[config.mk]
export PLATFORM = sky130hd
export DESIGN_NAME = ov7670_sim_source
export DESIGN_NICKNAME = d
export VERILOG_FILES = /design/src/rtl/ov7670_sim_source.sv
export SDC_FILE = /design/constraint.sdc
export NUM_CORES = 1
export LEC_CHECK = 0
export BUFFER_PORTS_ARGS = -buffer_cell sky130_fd_sc_hd__buf_2
export CAP_MARGIN = 20
export CORE_MARGIN = 2
export CORE_UTILIZATION = 50
export CTS_BUF_LIST = sky130_fd_sc_hd__clkbuf_8
export DETAILED_ROUTE_END_ITERATION = 10
export GPL_TIMING_DRIVEN = 0
export PLACE_DENSITY_LB_ADDON = 0.25
export SKIP_CTS_REPAIR_TIMING = 1
export SYNTH_ARGS = -nofsm -noshare
export SYNTH_HDL_FRONTEND = slang
export SYNTH_SLANG_ARGS = --single-unit
[constraint.sdc]
create_clock -name pclk -period 11.8 [get_ports pclk]
set_clock_uncertainty 0.1 [all_clocks]
set_input_delay 1.18 -clock pclk [delete_from_list [all_inputs] [get_ports pclk]]
set_output_delay 1.18 -clock pclk [all_outputs]
set_load 0.05 [all_outputs]
[src/rtl/ov7670_sim_source.sv]
// ---------------------------------------------------------------------------
// ov7670_sim_source
//
// Synthesizable stand-in for an OV7670 camera sensor. It produces OV7670-style
// frame timing on vsync/href/px_data with RGB565 pixels sent as two bytes,
// high byte first. Deterministic test patterns let the downstream capture,
// framebuffer and address logic be exercised without a real sensor.
//
// Ports
//   pclk        in   pixel clock, every output is registered on its rising edge
//   rst         in   asynchronous reset, active low
//   en          in   1 = run frames back to back, 0 = stop at the next frame boundary
//   pattern     in   0 colour bars, 1 solid colour, 2 8x8 checker, 3 raw x/y bytes
//   color565    in   colour used by the solid pattern
//   vsync       out  frame sync pulse
//   href        out  high while line bytes are valid
//   px_data     out  pixel byte, forced to 0 whenever href is low
//   frame_start out  one-cycle pulse on the first vsync cycle of every frame
//   frame_cnt   out  frames started since reset, wraps 255 -> 0
// ---------------------------------------------------------------------------
module ov7670_sim_source #(
    parameter int H_PX    = 160,
    parameter int V_LINES = 120,
    parameter int VS_CYC  = 16,
    parameter int VBP_CYC = 32,
    parameter int HBL_CYC = 16,
    parameter int VFP_CYC = 32
) (
    input  logic        pclk,
    input  logic        rst,
    input  logic        en,
    input  logic [1:0]  pattern,
    input  logic [15:0] color565,
    output logic        vsync,
    output logic        href,
    output logic [7:0]  px_data,
    output logic        frame_start,
    output logic [7:0]  frame_cnt
);

    // Terminal counts for each timing phase, pre-sized to the 16-bit counters.
    localparam logic [15:0] VS_LAST  = 16'(VS_CYC - 1);
    localparam logic [15:0] VBP_LAST = 16'(VBP_CYC - 1);
    localparam logic [15:0] HBL_LAST = 16'(HBL_CYC - 1);
    localparam logic [15:0] VFP_LAST = 16'(VFP_CYC - 1);
    localparam logic [15:0] B_LAST   = 16'(2 * H_PX - 1);
    localparam logic [15:0] Y_LAST   = 16'(V_LINES - 1);
    localparam logic [15:0] BAR_W    = 16'(H_PX / 8);

    typedef enum logic [2:0] {
        S_IDLE,
        S_VSYNC,
        S_VBP,
        S_LINE,
        S_HBLANK,
        S_VFP
    } state_t;

    state_t      state;
    logic [15:0] cnt;
    logic [15:0] b;
    logic [15:0] y;
    logic [1:0]  pat_q;
    logic [15:0] col_q;
    logic        start_frame;

    // Byte for byte-index bidx on line yl of the latched pattern. The raw
    // pattern is built as a pseudo-RGB565 word {x, y} so that the common
    // high/low byte split below serves every pattern.
    function automatic logic [7:0] pixel_byte(input logic [1:0]  pat,
                                              input logic [15:0] col,
                                              input logic [15:0] bidx,
                                              input logic [7:0]  yl);
        logic [15:0] x;
        logic [15:0] rgb;
        logic [2:0]  bar;
        x   = {1'b0, bidx[15:1]};
        bar = 3'(x / BAR_W);
        rgb = 16'h0000;
        case (pat)
            2'd0: begin
                case (bar)
                    3'd0:    rgb = 16'hFFFF;
                    3'd1:    rgb = 16'hFFE0;
                    3'd2:    rgb = 16'h07FF;
                    3'd3:    rgb = 16'h07E0;
                    3'd4:    rgb = 16'hF81F;
                    3'd5:    rgb = 16'hF800;
                    3'd6:    rgb = 16'h001F;
                    default: rgb = 16'h0000;
                endcase
            end
            2'd1:    rgb = col;
            2'd2:    rgb = (x[3] ^ yl[3]) ? 16'hFFFF : 16'h0000;
            default: rgb = {x[7:0], yl};
        endcase
        return bidx[0] ? rgb[7:0] : rgb[15:8];
    endfunction

    // A new frame may begin from IDLE, or straight out of the last front-porch
    // cycle so that back-to-back frames have no extra gap.
    always_comb begin
        start_frame = 1'b0;
        if (en && ((state == S_IDLE) || ((state == S_VFP) && (cnt == VFP_LAST))))
            start_frame = 1'b1;
    end

    // Frame timing FSM. Outputs are registered alongside the state so each
    // output reflects the state being entered, and px_data is computed from
    // the byte index about to be presented.
    always_ff @(posedge pclk or negedge rst) begin
        if (!rst) begin
            state       <= S_IDLE;
            cnt         <= 16'd0;
            b           <= 16'd0;
            y           <= 16'd0;
            pat_q       <= 2'd0;
            col_q       <= 16'd0;
            vsync       <= 1'b0;
            href        <= 1'b0;
            px_data     <= 8'd0;
            frame_start <= 1'b0;
            frame_cnt   <= 8'd0;
        end else begin
            frame_start <= 1'b0;
            if (start_frame) begin
                state       <= S_VSYNC;
                cnt         <= 16'd0;
                vsync       <= 1'b1;
                frame_start <= 1'b1;
                frame_cnt   <= frame_cnt + 8'd1;
                pat_q       <= pattern;
                col_q       <= color565;
            end else begin
                case (state)
                    S_IDLE: begin
                        cnt <= 16'd0;
                    end
                    S_VSYNC: begin
                        if (cnt == VS_LAST) begin
                            state <= S_VBP;
                            vsync <= 1'b0;
                            cnt   <= 16'd0;
                        end else begin
                            cnt <= cnt + 16'd1;
                        end
                    end
                    S_VBP: begin
                        if (cnt == VBP_LAST) begin
                            state   <= S_LINE;
                            cnt     <= 16'd0;
                            b       <= 16'd0;
                            y       <= 16'd0;
                            href    <= 1'b1;
                            px_data <= pixel_byte(pat_q, col_q, 16'd0, 8'd0);
                        end else begin
                            cnt <= cnt + 16'd1;
                        end
                    end
                    S_LINE: begin
                        if (b == B_LAST) begin
                            state   <= S_HBLANK;
                            cnt     <= 16'd0;
                            href    <= 1'b0;
                            px_data <= 8'd0;
                        end else begin
                            b       <= b + 16'd1;
                            px_data <= pixel_byte(pat_q, col_q, b + 16'd1, y[7:0]);
                        end
                    end
                    S_HBLANK: begin
                        if (cnt == HBL_LAST) begin
                            cnt <= 16'd0;
                            if (y == Y_LAST) begin
                                state <= S_VFP;
                            end else begin
                                state   <= S_LINE;
                                y       <= y + 16'd1;
                                b       <= 16'd0;
                                href    <= 1'b1;
                                px_data <= pixel_byte(pat_q, col_q, 16'd0, y[7:0] + 8'd1);
                            end
                        end else begin
                            cnt <= cnt + 16'd1;
                        end
                    end
                    S_VFP: begin
                        // The terminal cycle with en high is taken by start_frame.
                        if (cnt == VFP_LAST) begin
                            state <= S_IDLE;
                            cnt   <= 16'd0;
                        end else begin
                            cnt <= cnt + 16'd1;
                        end
                    end
                    default: begin
                        state <= S_IDLE;
                        cnt   <= 16'd0;
                    end
                endcase
            end
        end
    end

endmodule

Yosys cells after proc, flatten, opt, wreduce, memory -nomap -nowiden
Cells that the tools add are included.

operators by class
  add/subtract/negate cells = 5
  multiply operators = 0
  divide/modulo/power cells = 1
  order comparisons = 0
  eq/ne operators = 28
  shift operators = 0
  muxes and demuxes = 43
  bitwise logic cells = 2
  reduce and logical (&&, ||, !) cells = 18

operators by type and width
  cell                                                                    count
  16-bit two-way mux                                                      12
  16-bit case mux with 3 select lines                                     4
  16-bit case mux with 7 select lines                                     1
  16-bit case mux with 2 select lines                                     2
  16-bit by 1-bit adder with 16-bit output, second input constant         3
  8-bit two-way mux                                                       5
  8-bit case mux with 3 select lines                                      1
  3-bit two-way mux                                                       7
  3-bit case mux with 6 select lines                                      1
  6-bit AND reduction                                                     3
  8-bit by 1-bit adder with 8-bit output, second input constant           2
  15-bit by 5-bit divider with 16-bit output, second input constant       1
  16-bit by 4-bit equality test with 1-bit output, second input constant  1
  16-bit by 5-bit equality test with 1-bit output, second input constant  1
  16-bit by 7-bit equality test with 1-bit output, second input constant  1
  16-bit by 9-bit equality test with 1-bit output, second input constant  1
  3-bit equality test, second input constant                              5
  3-bit by 2-bit equality test with 1-bit output, second input constant   4
  2-bit != test, second input constant                                    6
  3-bit != test, second input constant                                    4
  5-bit AND reduction                                                     2
  1-bit two-way mux                                                       9
  3-bit by 1-bit equality test with 1-bit output, second input constant   2
  3-bit zero test                                                         2
  13 further kinds                                                        17

storage, ports and cells
  bits in registers = 88
  bits in latches = 0
  RAM bits = 0
  ROM bits = 0
  bits of input ports = 21
  logic and storage cells = 108
  memories = 0

Logic depth before layout (Yosys ltp)
Gate-level depths: netlist (run 1).

  depth after elaboration = 8
  gate-level depth with buffers = 20
  depth with buffers taken out = 17

Least setup slack after synthesis (run 1)
OpenSTA, ideal clock, no wires.

  kind = reg-to-reg
  start = register b[1]
  end = register px_data[3]
  arrival time = 4.020 ns
  setup slack = 7.554 ns
  cell stages (with the launch flop) = 18
  path buffers = 0
  clock period less this slack = 4.246 ns
  cells stage by stage = dfrtp_1 ha_1 nand3_1 nor4_4 mux2_2 o211ai_1 o31a_1 a21oi_1 a21boi_1 a211o_1 o32a_1 o221a_1 a21oi_2 nand2_1 a211oi_1 o22ai_2 a21oi_1 o21ai_1

between the ends
  longest elaborated chain between the ends = 8
  elaborated cells between the ends (all ways) = 17

ends and longest elaborated chain
  what                                         line  RTL
  start, declared                              61    logic [15:0] b;
  start signal, assigned                       167   b <= b + 16'd1;
  16-bit by 1-bit adder with 16-bit output     168   px_data <= pixel_byte(pat_q, col_q, b + 16'd1, y[7:0]);
  15-bit by 5-bit divider with 16-bit output   78    bar = 3'(x / BAR_W);
  3-bit equality test (tied with other cells)  82    case (bar)
  16-bit case mux with 7 select lines          82
  16-bit case mux with 3 select lines          80    case (pat)
  8-bit two-way mux                            97    return bidx[0] ? rgb[7:0] : rgb[15:8];
  8-bit two-way mux *                          161   if (b == B_LAST) begin
  8-bit case mux with 3 select lines *         135   case (state)
  end signal, assigned                         155   px_data <= pixel_byte(pat_q, col_q, 16'd0, 8'd0);
  end signal, assigned                         168
  end signal, assigned                         181   px_data <= pixel_byte(pat_q, col_q, 16'd0, y[7:0] + 8'd1);
  end, declared                                36    output logic [7:0] px_data,

Every way passes the cells marked *; elsewhere a longest branch is shown, timed or not.
A chain may end at the register's enable or synchronous reset.

Worst setup path after layout (run 1)
  start = register b[1]
  end = register px_data[7]

Same word-level chain as after synthesis.

==> results of run 1 <==
[placed cells by master (no fill, tap or decap), types with 4 or more instances in the layout]
cell type / n
nand2b_1: 7
o211a_1: 4
a31oi_1: 11
xor2_1: 22
buf_2: 46
or2_2: 4
dfrtp_1: 88
xnor2_1: 26
nand2_1: 143
nand3_1: 29
a211oi_1: 4
o221ai_1: 6
mux2i_1: 7
a21oi_1: 44
o31ai_1: 13
nor4_1: 9
and2_1: 6
o21ai_1: 8
clkbuf_8: 9
nor2b_1: 4
nor3_1: 16
clkbuf_1: 36
ha_1: 4
nand4_1: 14
inv_1: 5
o21a_1: 5
and3_1: 17
nand3b_1: 5
o211ai_1: 13
o21ai_0: 61
nor2_1: 84
[kinds of logic (layout without fill, tap and decap cells)]
logic type | count (synthesis) | in the layout | synth area share (%)
fa+ha+maj | 5 | 5 | 0.990
buf+inv | 54 | 109 | 3.56
compound gates | 215 | 215 | 23.5
mux | 10 | 10 | 1.86
simple gates | 360 | 360 | 27.8
xor+xnor | 48 | 48 | 6.79
flops | 88 | 88 | 35.6
[power by group]
part	switching, mW	total [mW]	internal [mW]
sequential	0.0528	0.420	0.367
clock	0.113	0.232	0.119
combinational	0.398	0.575	0.176
total	0.564	1.23	0.663
[per-stage QoR]
stage	utilization [%]	total power [mW]	hold WS [ns]
floorplan	-	0.835	0.342
global placement	54.7	0.973	0.355
detailed placement	55.0	0.988	0.362
CTS	56.8	1.22	0.379
global route	56.8	1.31	0.390
finish	56.8	1.23	0.371
[worst max-delay path, delay by kind of cell, from the launching register on]
kind | cells | cell delay, ns
adders and majority gates | 1 | 0.33
DFF | 1 | 0.40
and+or+nand+nor | 4 | 1.08
AOI/OAI and AO/OA | 9 | 2.37
muxes | 2 | 0.75
[area by class of cell]
cell class / instances / area, µm² / area share (%)
multi-input cells: 638 / 3770 / 55.1
flip-flops and latches: 88 / 2200 / 32.2
repair buffers: 40 / 225 / 3.29
well taps: 168 / 210 / 3.07
plain buffers: 48 / 198 / 2.89
clock buffers: 9 / 124 / 1.81
clock inverters: 6 / 93.8 / 1.37
inverters: 6 / 22.5 / 0.329
[state kept, by name, summed over array words and instances (netlist names)]
register,count
frame_start,1
y,16
frame_cnt,8
b,16
vsync,1
pat_q,2
col_q,16
state,3
href,1
cnt,16
px_data,8
[layer usage]
metal  track usage [%]  vias up  wire length, µm
met5                 0        -                0
met4              7.87        0              301
met3              3.74       31              737
met2              40.6      176             7560
met1              32.1     2863             7030
li1                  -     2914                -
[worst min path at each step]
stage                        startpoint                       end  slack, ns  cells past startpoint
6_report       frame_cnt[7]$_DFFE_PN0P_  frame_cnt[7]$_DFFE_PN0P_       0.37                      1
3_5_place_dp   frame_cnt[7]$_DFFE_PN0P_  frame_cnt[7]$_DFFE_PN0P_       0.36                      1
3_3_place_gp   frame_cnt[7]$_DFFE_PN0P_  frame_cnt[7]$_DFFE_PN0P_       0.35                      1
5_1_grt        frame_cnt[7]$_DFFE_PN0P_  frame_cnt[7]$_DFFE_PN0P_       0.39                      1
4_1_cts        frame_cnt[7]$_DFFE_PN0P_  frame_cnt[7]$_DFFE_PN0P_       0.38                      1
2_1_floorplan      col_q[5]$_DFFE_PN0P_      col_q[5]$_DFFE_PN0P_       0.34                      2
==> results_dict.tcl, run 1 <==
set metrics [dict create \
    status "finished, final reports clean" \
    portBuffers 39 \
    die_w_um 115 \
    synth_area_leader_cell "dfrtp_1" \
    synth-edff-count 0 \
    yosysSeqAreaShare_pct 35.6 \
    timing.rr.end "px_data[7]$_DFFE_PN0P_" \
    tightest_slew_ns 1.07 \
    htree_levels 3 \
    grt_max_degree 58 \
    via_count 5984 \
    end_kind "register" \
    arrival_ns 5.32 \
    start_util_pct 51.3 \
    instances_no_fill 1003 \
    diodes 0 \
    boundaryPins 40 \
    drc 0 \
    synth_cells 780 \
    startpoint "b[1]$_DFFE_PN0P_" \
    dp_cells 988 \
    fin_crit_sh_pct 43.4 \
    r2r_cells 16 \
    place.gp.congestion 0.888 \
    dpl_worst_slack_ns 6.84 \
    cp_cell_sequence "ha_1, nand3_1, nor4_4, mux2_2, o31ai_2, o21ai_0, mux2i_1, a211o_1, nor2_1, a311oi_1, a2bb2oi_2, nor3_1, o211ai_1, a31oi_1, o31ai_1, a21oi_1" \
    antenna_found_initial 0 \
    crit_path_start_kind "register" \
    setup_slack_ns 6.68 \
    crit_path_max_incr_delay_ns 0.44 \
    die_area_mm2 0.0133 \
    power_density_mw_per_mm2 179 \
    cts_root_buf "clkbuf_8" \
    rows 40 \
    synth_nets 805 \
    drt-total-wl_mm 15.6 \
    hpwl_mm 11.4 \
    slew_violations 0 \
    core_mm2 0.0121 \
    synthFlopType "dfrtp_1" \
    hold_path.class "reg -> reg" \
    track_usage_pct 24.2 \
    ys_seq_elements 88 \
    clock_path_buffers 2 \
    path_class "reg -> reg" \
    synth.distinct_cells 82 \
    finalSetupTns_ns 0 \
    max_freq_mhz 195 \
    dr.pass1.iters 5 \
    area_delta_synth_final_pct 10.5 \
    synth_top_area_share_pct 35.6 \
    ir_drop_uv 175 \
    syn_area_mm2 0.00619 \
    path_max_fanout 9 \
    syn_area_per_cell_um2 7.94 \
    design_area_mm2 0.00685 \
    r2r_setup_slack_ns 6.68 \
    tritoncts "built" \
    fillCellCount 1144 \
    yosys-top-cells-count "nand2_1, dfrtp_1, nor2_1, o21ai_0, a21oi_1" \
    cp-endpoint "px_data[7]$_DFFE_PN0P_" \
    p_leak_nw 2.97 \
    viasPerCell 5.97 \
    drive_gt1_share_pct 11.7 \
    synth_warnings 0 \
    required_ns 12.00 \
    clock-sinks 88 \
    path_clk_slew_ns 0.09 \
    reg2reg_from "b[1]$_DFFE_PN0P_" \
    dpl-instance-area_mm2 0.00663 \
    slew_headroom_pct 28.4 \
    setup_viol 0 \
    max-cap-violations 0 \
    rsz0062_at_grt "false" \
    min_period_ns 5.12 \
    async_reset_ff_share_pct 100 \
    overflow 0 \
    slowest_stage "mux2_2" \
    grt_pass1_wl_mm 26.0 \
    final_hold_viol_count 0 \
    synth.area.top_cells "dfrtp_1, nand2_1, nor2_1" \
    final_nets 856 \
    clock_latency_ns 0.37 \
    ant_nets 0 \
    wl_per_cell_um 15.6 \
    grt_pass1_vias 5539 \
    cts_buffers 9 \
    synth_most_common_cell "nand2_1" \
    initialDrtViolationCount 715 \
    die_h_um 115 \
]
Note: power is estimated with default switching activity, not from simulation.
==> run 2, diff against run 1 <==
==> constraint.sdc (replaced) <==
create_clock -name pclk -period 5.25 [get_ports pclk]
set_clock_uncertainty 0.1 [all_clocks]
set_input_delay 0.525 -clock pclk [delete_from_list [all_inputs] [get_ports pclk]]
set_output_delay 0.525 -clock pclk [all_outputs]
set_load 0.05 [all_outputs]
==> run 2 against run 1 <==
  * The flow now finishes with violations (negative hold slack)
  * Sequential power is 120% higher
  * Core utilization grew 0.38 points
  * Largest cell class unchanged
  * Critical endpoint is now px_data[6]$_DFFE_PN0P_
  * Highest routed layer unchanged
  * Combinational power increased by 130%
  * Critical path type unchanged
  * First-iteration DRC count fell by 16%
==> results_dict.tcl, run 2 (synthesis gave the netlist of run 1 again) <==
set metrics [dict create \
    cp.buffers_inverters 0 \
    antenna_found_initial 0 \
    end_kind "register" \
    path_max_fanout 9 \
    start_util_pct 51.3 \
    max_freq_mhz 202 \
    track_usage_pct 24.2 \
    viasPerCell 5.98 \
    violations "negative hold slack" \
    r2r_setup_slack_ns 0.29 \
    hpwl_mm 11.4 \
    diodes 0 \
    p_int_mw 1.49 \
    drc 0 \
    hold_ws_ns -0.0109 \
    crit_path_start_kind "register" \
    die_area_mm2 0.0133 \
    p_switching_mw 1.26 \
    htree_levels 3 \
    drive_gt1_share_pct 12.9 \
    required_ns 5.45 \
    p_clk_share_pct 18.8 \
    dr.pass1.iters 5 \
    switching_share_pct 45.9 \
    clock_path_buffers 2 \
    via_count 6013 \
    setup_viol 0 \
    fin_crit_sh_pct 94.4 \
    power_frac_seq_pct 34.2 \
    p_leak_nw 2.98 \
    grt_max_degree 58 \
    min_period_ns 4.96 \
    die_w_um 115 \
    grt_pass1_wl_mm 26.0 \
    clock-sinks 88 \
    clock_latency_ns 0.37 \
    tightest_slew_ns 1.03 \
    fillCellCount 1145 \
    final_hold_viol_count 7 \
    design_area_mm2 0.00689 \
    max-cap-violations 0 \
    hold_path.class "in -> async" \
    arrival_ns 5.16 \
    cts_root_buf "clkbuf_8" \
    cp_cell_sequence "ha_2, nand3_1, nor4_4, mux2_2, o211ai_1, o31a_1, a21oi_1, a221oi_2, nand2_1, or3_1, o221a_1, a21oi_2, o22a_1, o211ai_1, a31oi_1, o31ai_1, a21oi_1" \
    boundaryPins 40 \
    dpl-instance-area_mm2 0.00663 \
    drt-total-wl_mm 15.7 \
    place.gp.congestion 0.888 \
    final_nets 858 \
    postLayoutCoreUtil_pct 57.1 \
    final_common_cell "nand2_1" \
    ant_nets 0 \
    p_comb_share_pct 47.0 \
    status "finished with violations" \
    path_class "reg -> reg" \
    path_clk_slew_ns 0.09 \
    die_h_um 115 \
    area_delta_synth_final_pct 11.3 \
    ir_drop_uv 394 \
    slew_headroom_pct 31.1 \
    grt_pass1_vias 5539 \
    wl_per_cell_um 15.6 \
    core_mm2 0.0121 \
    initialDrtViolationCount 603 \
    tritoncts "built" \
    slew_violations 0 \
    rows 40 \
    power_density_mw_per_mm2 400 \
    final_cell_mix "nand2_1, dfrtp_1, nor2_1, o21ai_0, buf_2" \
    path_delay_family "compound AO/OA/AOI/OAI gates" \
    crit_path_max_incr_delay_ns 0.43 \
    slowest_stage "mux2_2" \
    overflow 0 \
    cts_buffers 9 \
    portBuffers 39 \
]
## run 2: worst paths after layout
kind                                          start                        to  depth (start not counted)
setup / recovery                   b[1]$_DFFE_PN0P_    px_data[6]$_DFFE_PN0P_                         17
hold / removal                                  rst       cnt[12]$_DFFE_PN0P_                          1
setup reg to reg                   b[1]$_DFFE_PN0P_    px_data[6]$_DFFE_PN0P_                         17
hold reg to reg            frame_cnt[7]$_DFFE_PN0P_  frame_cnt[7]$_DFFE_PN0P_                          1
max in group asynchronous                       rst      col_q[2]$_DFFE_PN0P_                          2
min in group pclk                        pattern[0]      pat_q[0]$_DFFE_PN0P_                          3
## run 2: cell type report
class,count,area [µm²],area share [%]
clock buffers,9,124,1.80
plain buffers,48,198,2.87
well taps,168,210,3.05
flip-flops and latches,88,2200,31.9
repair buffers,42,240,3.49
multi-input cells,638,3800,55.2
inverters,6,22.5,0.327
clock inverters,6,93.8,1.36
## run 2: power groups by stage
| stage | Clock [mW] | Sequential (mW) | Combinational, mW |
|---|---|---|---|
| final | 0.519 | 0.944 | 1.30 |
| after global routing | 0.560 | 0.957 | 1.44 |
| after CTS | 0.527 | 0.939 | 1.28 |
| after detailed placement | 0 | 0.950 | 1.27 |
| after global placement | 0 | 0.946 | 1.24 |
| after floorplan | 0 | 1.08 | 0.798 |
## run 2: through the flow
stage,setup TNS [ns],cells,setup WS (ns),hold WS (ns),power (mW)
after CTS,0,1003,0.236,-0.000625,2.74
after global placement,0,987,0.411,0.355,2.19
final,0,1005,0.292,-0.0109,2.76
after floorplan,0,780,1.00,0.129,1.88
after detailed placement,0,988,0.288,0.362,2.22
after global routing,-0.0164,1005,-0.00619,0.00684,2.96
## run 2: worst register-to-register path, cell delays in order, from the launching register on
cell and delay [ns]:
dfrtp_1 0.41, ha_2 0.29, nand3_1 0.14, nor4_4 0.39, mux2_2 0.43, o211ai_1 0.16
o31a_1 0.26, a21oi_1 0.11, a221oi_2 0.36, nand2_1 0.27, or3_1 0.40, o221a_1 0.27
a21oi_2 0.28, o22a_1 0.19, o211ai_1 0.24, a31oi_1 0.33, o31ai_1 0.12, a21oi_1 0.15
## run 2: per-layer routing
layer	wire length, µm	GRT usage, %	up-vias
met4	387	7.87	0
li1	-	-	2915
met3	789	3.74	44
met1	6940	32.1	2846
met2	7560	40.6	208
met5	0	0	-
